$ cat src/rtl/fetch_seq_pkg.sv
// Shared types and defaults for the fetch sequencer and its redirect holding register.
package fetch_seq_pkg;

  localparam int unsigned DEF_ADDR_W      = 16;
  localparam int unsigned DEF_RESET_DELAY = 2;
  localparam int unsigned DEF_MAX_WAIT    = 8;

  typedef enum logic [2:0] {
    RST_HOLD,
    FETCH,
    WAIT,
    ISSUE,
    HOLD,
    UPDATE
  } fetch_seq_state_t;

  typedef struct packed {
    logic                  valid;
    logic [DEF_ADDR_W-1:0] addr;
  } redirect_t;

endpackage

$ cat src/rtl/fetch_sequencer_if.sv
// Fetch-bus signals between the sequencer (master) and the fetch stage / memory / execute side.
interface fetch_sequencer_if #(
  parameter int unsigned ADDR_W = fetch_seq_pkg::DEF_ADDR_W
);

  logic              imem_ready;
  logic              stall;
  logic              redirect_valid;
  logic [ADDR_W-1:0] redirect_addr;
  logic              enable_fetch;
  logic              enable_updatePC;
  logic              br_taken;
  logic [ADDR_W-1:0] taddr;
  logic              imem_req;
  logic              instr_valid;
  logic              timeout_err;
  logic [15:0]       fetch_count;

  modport master (
    input  imem_ready, stall, redirect_valid, redirect_addr,
    output enable_fetch, enable_updatePC, br_taken, taddr, imem_req, instr_valid,
           timeout_err, fetch_count
  );

  modport slave (
    output imem_ready, stall, redirect_valid, redirect_addr,
    input  enable_fetch, enable_updatePC, br_taken, taddr, imem_req, instr_valid,
           timeout_err, fetch_count
  );

endinterface

$ cat src/rtl/fetch_redirect_hold.sv
// Pending branch-redirect register; a new capture always beats the clear from the update cycle.
module fetch_redirect_hold #(
  parameter int unsigned ADDR_W = 16
) (
  input  logic              clock,
  input  logic              reset,
  input  logic              capture,
  input  logic [ADDR_W-1:0] capture_addr,
  input  logic              clear,
  output logic              pend_valid,
  output logic [ADDR_W-1:0] pend_addr
);

  logic              valid_q;
  logic [ADDR_W-1:0] addr_q;

  always_ff @(posedge clock or posedge reset) begin
    if (reset) begin
      valid_q <= 1'b0;
      addr_q  <= '0;
    end else if (capture) begin
      valid_q <= 1'b1;
      addr_q  <= capture_addr;
    end else if (clear) begin
      valid_q <= 1'b0;
    end
  end

  assign pend_valid = valid_q;
  assign pend_addr  = addr_q;

endmodule

$ cat src/rtl/fetch_sequencer.sv
// Moore control FSM sequencing the fetch stage: memory handshake, downstream stall and redirects.
module fetch_sequencer
  import fetch_seq_pkg::*;
#(
  parameter int unsigned ADDR_W      = DEF_ADDR_W,
  parameter int unsigned RESET_DELAY = DEF_RESET_DELAY,
  parameter int unsigned MAX_WAIT    = DEF_MAX_WAIT
) (
  input logic               clock,
  input logic               reset,
  fetch_sequencer_if.master bus
);

  localparam logic [3:0] DelayInit = 4'(RESET_DELAY);
  localparam logic [7:0] WaitLast  = 8'(MAX_WAIT - 1);

  fetch_seq_state_t state_q, state_d;
  logic [3:0]       delay_q, delay_d;
  logic [7:0]       wait_q, wait_d;
  logic             timeout_q, timeout_d;
  logic [15:0]      count_q, count_d;

  logic              pend_valid;
  logic [ADDR_W-1:0] pend_addr;
  logic              capture;

  // Redirects are only meaningful once fetching has started.
  assign capture = bus.redirect_valid && (state_q != RST_HOLD);

  fetch_redirect_hold #(
    .ADDR_W(ADDR_W)
  ) u_redirect_hold (
    .clock       (clock),
    .reset       (reset),
    .capture     (capture),
    .capture_addr(bus.redirect_addr),
    .clear       (state_q == UPDATE),
    .pend_valid  (pend_valid),
    .pend_addr   (pend_addr)
  );

  always_ff @(posedge clock or posedge reset) begin
    if (reset) begin
      state_q   <= RST_HOLD;
      delay_q   <= DelayInit;
      wait_q    <= '0;
      timeout_q <= 1'b0;
      count_q   <= '0;
    end else begin
      state_q   <= state_d;
      delay_q   <= delay_d;
      wait_q    <= wait_d;
      timeout_q <= timeout_d;
      count_q   <= count_d;
    end
  end

  always_comb begin
    state_d   = state_q;
    delay_d   = delay_q;
    wait_d    = wait_q;
    timeout_d = timeout_q;
    count_d   = count_q;
    unique case (state_q)
      RST_HOLD: begin
        if (delay_q == 4'd0) state_d = FETCH;
        else                 delay_d = delay_q - 4'd1;
      end
      FETCH: begin
        wait_d  = '0;
        state_d = WAIT;
      end
      WAIT: begin
        if (bus.imem_ready) begin
          state_d = ISSUE;
        end else begin
          wait_d = wait_q + 8'd1;
          if (wait_q == WaitLast) begin
            timeout_d = 1'b1;
            state_d   = FETCH;
          end
        end
      end
      ISSUE: begin
        // A redirect pending on entry means this word is from the wrong path.
        if (pend_valid || !bus.stall) state_d = UPDATE;
        else                          state_d = HOLD;
      end
      HOLD: begin
        if (!bus.stall || bus.redirect_valid) state_d = UPDATE;
      end
      UPDATE: begin
        count_d = count_q + 16'd1;
        state_d = FETCH;
      end
      default: state_d = RST_HOLD;
    endcase
  end

  logic              fetch_o, upd_o, br_o, req_o, iv_o;
  logic [ADDR_W-1:0] taddr_o;

  always_comb begin
    fetch_o = 1'b0;
    upd_o   = 1'b0;
    br_o    = 1'b0;
    req_o   = 1'b0;
    iv_o    = 1'b0;
    taddr_o = '0;
    unique case (state_q)
      FETCH, WAIT: begin
        fetch_o = 1'b1;
        req_o   = 1'b1;
      end
      ISSUE:  iv_o = !pend_valid;
      HOLD:   iv_o = 1'b1;
      UPDATE: begin
        upd_o   = 1'b1;
        br_o    = pend_valid;
        taddr_o = pend_valid ? pend_addr : '0;
      end
      default: begin
      end
    endcase
  end

  assign bus.enable_fetch    = fetch_o;
  assign bus.enable_updatePC = upd_o;
  assign bus.br_taken        = br_o;
  assign bus.taddr           = taddr_o;
  assign bus.imem_req        = req_o;
  assign bus.instr_valid     = iv_o;
  assign bus.timeout_err     = timeout_q;
  assign bus.fetch_count     = count_q;

endmodule

$ cat src/flat_wrapper.sv
// flat-port wrapper written by rule: the top's interface ports become plain ports
module fetch_sequencer_flat import fetch_seq_pkg::*;
#(
  parameter int unsigned ADDR_W      = DEF_ADDR_W,
  parameter int unsigned RESET_DELAY = DEF_RESET_DELAY,
  parameter int unsigned MAX_WAIT    = DEF_MAX_WAIT
)
  (clock, reset, bus_imem_ready, bus_stall, bus_redirect_valid, bus_redirect_addr, bus_enable_fetch, bus_enable_updatePC, bus_br_taken, bus_taddr, bus_imem_req, bus_instr_valid, bus_timeout_err, bus_fetch_count);
  fetch_sequencer_if #(.ADDR_W(ADDR_W)) bus_i ();
  input logic clock;
  input logic reset;
  input wire logic [$bits(bus_i.imem_ready)-1:0] bus_imem_ready;
  input wire logic [$bits(bus_i.stall)-1:0] bus_stall;
  input wire logic [$bits(bus_i.redirect_valid)-1:0] bus_redirect_valid;
  input wire logic [$bits(bus_i.redirect_addr)-1:0] bus_redirect_addr;
  output wire logic [$bits(bus_i.enable_fetch)-1:0] bus_enable_fetch;
  output wire logic [$bits(bus_i.enable_updatePC)-1:0] bus_enable_updatePC;
  output wire logic [$bits(bus_i.br_taken)-1:0] bus_br_taken;
  output wire logic [$bits(bus_i.taddr)-1:0] bus_taddr;
  output wire logic [$bits(bus_i.imem_req)-1:0] bus_imem_req;
  output wire logic [$bits(bus_i.instr_valid)-1:0] bus_instr_valid;
  output wire logic [$bits(bus_i.timeout_err)-1:0] bus_timeout_err;
  output wire logic [$bits(bus_i.fetch_count)-1:0] bus_fetch_count;
  assign bus_i.imem_ready = bus_imem_ready;
  assign bus_i.stall = bus_stall;
  assign bus_i.redirect_valid = bus_redirect_valid;
  assign bus_i.redirect_addr = bus_redirect_addr;
  assign bus_enable_fetch = bus_i.enable_fetch;
  assign bus_enable_updatePC = bus_i.enable_updatePC;
  assign bus_br_taken = bus_i.br_taken;
  assign bus_taddr = bus_i.taddr;
  assign bus_imem_req = bus_i.imem_req;
  assign bus_instr_valid = bus_i.instr_valid;
  assign bus_timeout_err = bus_i.timeout_err;
  assign bus_fetch_count = bus_i.fetch_count;
  fetch_sequencer #(.ADDR_W(ADDR_W), .RESET_DELAY(RESET_DELAY), .MAX_WAIT(MAX_WAIT)) u_core (.clock(clock), .reset(reset), .bus(bus_i));
endmodule
$ cat config.mk
export PLATFORM = sky130hd
export DESIGN_NAME = fetch_sequencer_flat
export DESIGN_NICKNAME = d
export VERILOG_FILES = /design/src/rtl/fetch_seq_pkg.sv /design/src/rtl/fetch_sequencer_if.sv /design/src/rtl/fetch_redirect_hold.sv /design/src/rtl/fetch_sequencer.sv /design/src/flat_wrapper.sv
export SDC_FILE = /design/constraint.sdc
export NUM_CORES = 1
export LEC_CHECK = 0
export BUFFER_PORTS_ARGS = -buffer_cell sky130_fd_sc_hd__buf_4
export CORE_MARGIN = 8
export CORE_UTILIZATION = 45
export DETAILED_ROUTE_END_ITERATION = 10
export GPL_TIMING_DRIVEN = 1
export PLACE_DENSITY_LB_ADDON = 0.3
export SYNTH_ARGS = -nofsm -noshare
export SYNTH_HDL_FRONTEND = slang
export SYNTH_HIERARCHICAL = 1
export SYNTH_SLANG_ARGS = --single-unit
export TNS_END_PERCENT = 5
$ cat constraint.sdc
create_clock -name clock -period 2.7 [get_ports clock]
set_input_delay 0.135 -clock clock [delete_from_list [all_inputs] [get_ports clock]]
set_output_delay 0.135 -clock clock [all_outputs]
set_load 0.01 [all_outputs]
==> impl_metrics.tcl <==
set metrics [dict create \
    cts_made_buffers 5 \
    grt_pass1_wl_mm 8.473 \
    dr.pass1.iters 4 \
    antenna_found_initial 0 \
    place_ws_ns 0.6447 \
    r2r_end "u_core/u_redirect_hold/pend_addr[3]" \
    final_util 0.5813 \
    grt_max_degree 33 \
    synth_top_family_by_area "simple AND/OR/NAND/NOR gates" \
    h-tree-depth 2 \
    postCtsSetupRepairBufs 0 \
    fin_crit_ns 2.046 \
    met1_length_mm 2.304 \
    whs_endpoint "u_core/u_redirect_hold/pend_addr[4]" \
    fin_ws_ns 0.6539 \
    synthSimpleGateAreaFrac 0.1920 \
    core_area_mm2 0.005140 \
    worstHoldStart "bus_redirect_addr[4]" \
    yosys_warnings 6 \
    cts_hold_buf 1 \
    vias_per_cell 5.129 \
    critPathSlowestCell "nor2b_2" \
    reg2reg_depth 3 \
    std_cell_rows 26 \
    status "finished clean" \
    power.density_mw_per_mm2 781.1 \
    final_cell_count_no_fill 349 \
    cts_resized 0 \
    die_y_um 89.39 \
    grt_pass1_vias 1820 \
    hold_violations 0 \
    wl_met3_um 517 \
    rrSetupSlack_ns 0.65 \
    start_kind "register" \
    yosysSeqAreaShare 0.5065 \
    maxSlewHeadroom 0.3347 \
    cts_tree "done" \
    start_util 0.4715 \
    cp.required_ns 2.88 \
    worstPathCellList "nor3_1, nor2b_2, mux2_2" \
    wl_per_cell_um 14.79 \
    drt_iter0_markers 111 \
    synth_compound_area_frac 0.06505 \
    power_frac_seq 0.467 \
    comb_power_share 0.341 \
    dieArea_mm2 0.007990 \
    finalNetCount 302 \
    maxSlewViolCount 0 \
    max_stage_delay_ns 0.80 \
    areaGrowthSynthToFinish_pct 23.28 \
    worstPathArrival_ns 2.23 \
    n_antenna_cell 0 \
    max-clock-path-buffers 2 \
    worstHoldPathCells 2 \
    synth_fa_ha_area_frac 0.01549 \
    post-route-drc-count 0 \
    reg2reg_from "u_core/state_q[0]" \
    pwr-share-clk 0.191 \
    drv_cap 0 \
    ys_types 40 \
    drive_above_1_share 0.3226 \
    fill_cells 464 \
    ys_ff_latch 49 \
    die_x_um 89.39 \
    syn_area_mm2 0.002424 \
    synth_xor_area_frac 0.06866 \
    io_pins 59 \
    netSwitchingFraction 0.3420 \
    wl_mm 5.160 \
    hp-class "input port to register" \
    clock_sinks 49 \
    clk_pin_slew_ns 0.09 \
    finClkSkew_ns 0.006553 \
    clock.fmax_mhz 488.7 \
    crit_type "register to register" \
    portBuffers 58 \
    p_switching_uw 798.1 \
    syn_inst 220 \
    dp.cells 340 \
    p_int_uw 1536 \
    hpwlAfterDp_mm 3.850 \
    total_leakage_power_uw 0.001466 \
    top_layer_used "met4" \
    place_congestion 0.8161 \
    ir_drop_uv 377.2 \
    ys_async_sr_fraction 1.000 \
    rsz0062_at_grt "no" \
    endpoint_kind "register" \
    finalSetupViolations 0 \
    cp_max_fo 17 \
    vias 1790 \
    timing.setup.tns_ns 0 \
    post-route-period-util 0.7578 \
    synth_edf_count 0 \
    overflow 0 \
    syn_nets 244 \
    synth_flop_cell "dfrtp_1" \
    route.met2.wl_mm 2.279 \
    syn_avg_cell_area_um2 11.02 \
    antenna_left 0 \
    grt_use_total 0.1351 \
    insertion_delay_ns 0.30 \
    synth.area.mux_share 0.1053 \
    worst_slew_pin_slew_ns 0.9935 \
    ctsRootBufferMaster "clkbuf_8" \
]
==> flip-flops by register name (all words and copies together), names as in the netlist <==
register,flops
u_core/bus.fetch_count,16
u_core/u_redirect_hold/pend_addr,16
u_core/wait_q,8
u_core/delay_q,4
u_core/state_q,3
u_core/bus.timeout_err,1
u_core/u_redirect_hold/pend_valid,1
==> power by group through the flow <==
| stage | Sequential [uW] | Clock (uW) | Combinational [uW] |
|---|---|---|---|
| floorplan | 1030 | 0 | 622 |
| global placement | 1100 | 0 | 789 |
| detailed placement | 1100 | 0 | 807 |
| CTS | 1090 | 465 | 810 |
| global route | 1120 | 492 | 877 |
| finish | 1090 | 447 | 797 |
==> logic make-up (layout without fill, tap and decap cells) <==
family,Yosys count,in the layout
AND/OR/NAND/NOR,84,84
flip-flops,49,49
AO/OA/AOI/OAI,26,26
multiplexers,20,20
XOR/XNOR,19,19
buffers and inverters,19,78
adder cells (fa/ha/maj),3,3
==> routing by layer <==
metal  track usage  vias up
met5             0        -
met4       0.04532        0
met3       0.06250        5
met2        0.2047       57
met1        0.1652      848
li1              -      880
==> area by class of cell <==
type | instances | area [um2] | area share
Clock buffer | 7 | 86.33 | 0.02889
Clock inverter | 1 | 7.507 | 0.002513
Inverter | 9 | 33.78 | 0.01131
Multi-Input combinational cell | 152 | 1085 | 0.3631
Sequential cell | 49 | 1227 | 0.4108
Tap cell | 70 | 87.58 | 0.02931
Timing Repair Buffer | 61 | 460.4 | 0.1541
==> critical path: cells and delay by family, from the launching register on <==
family	cells	cell delay (ns)
muxes	1	0.42
DFF	1	0.56
and+or+nand+nor	2	0.96
==> worst max-delay path by stage <==
stage,from,depth (start not counted),slack [ns],end
6_report,u_core/state_q[0],3,0.65,u_core/u_redirect_hold/pend_addr[3]
5_1_grt,u_core/state_q[2],3,0.50,u_core/u_redirect_hold/pend_addr[15]
4_1_cts,u_core/state_q[2],3,0.62,u_core/u_redirect_hold/pend_addr[3]
3_5_place_dp,u_core/state_q[2],3,0.64,u_core/u_redirect_hold/pend_addr[3]
3_3_place_gp,u_core/state_q[0],3,0.67,u_core/u_redirect_hold/pend_addr[15]
2_1_floorplan,u_core/state_q[1],6,1.11,u_core/bus.fetch_count[12]
==> through the flow <==
stage	area (um2)	hold WS [ns]	total power [uW]
3_3_place_gp	2884	0.2610	1885
3_5_place_dp	2884	0.2624	1909
6_report	2988	0.06090	2334
5_1_grt	2988	0.04958	2491
4_1_cts	2988	0.04941	2367
2_1_floorplan	2424	0.06107	1648
==> cells in the final DEF (no fill, tap or decap), types with 6 or more instances in the layout <==
master	instances
dfrtp_1	48
and3_1	21
nand2_1	16
buf_4	60
clkbuf_8	6
nand4_1	6
inv_1	9
xnor2_1	15
mux2_4	9
nand3_1	6
mux2_2	8
nor2_1	11
o21ai_0	13
==> cells in the mapped netlist (2+ instances only) <==
cell / number / area share
mux2_2: 8 / 0.037
nand3_1: 6 / 0.012
ha_1: 3 / 0.015
mux2i_1: 3 / 0.012
and3_1: 21 / 0.054
inv_1: 9 / 0.014
nor2b_1: 5 / 0.013
nand4_1: 6 / 0.015
o21ai_0: 13 / 0.027
xnor2_1: 15 / 0.054
clkbuf_1: 5 / 0.0077
a22oi_1: 2 / 0.0062
mux2_4: 9 / 0.056
nand2_1: 16 / 0.025
nor3_1: 5 / 0.010
dfrtp_1: 48 / 0.50
buf_6: 3 / 0.014
or4_1: 2 / 0.0062
nor2_1: 11 / 0.017
and4_1: 3 / 0.011
a21oi_1: 4 / 0.0083
and2_1: 2 / 0.0052
xor2_1: 4 / 0.014
(Power assumes the default switching activity.)
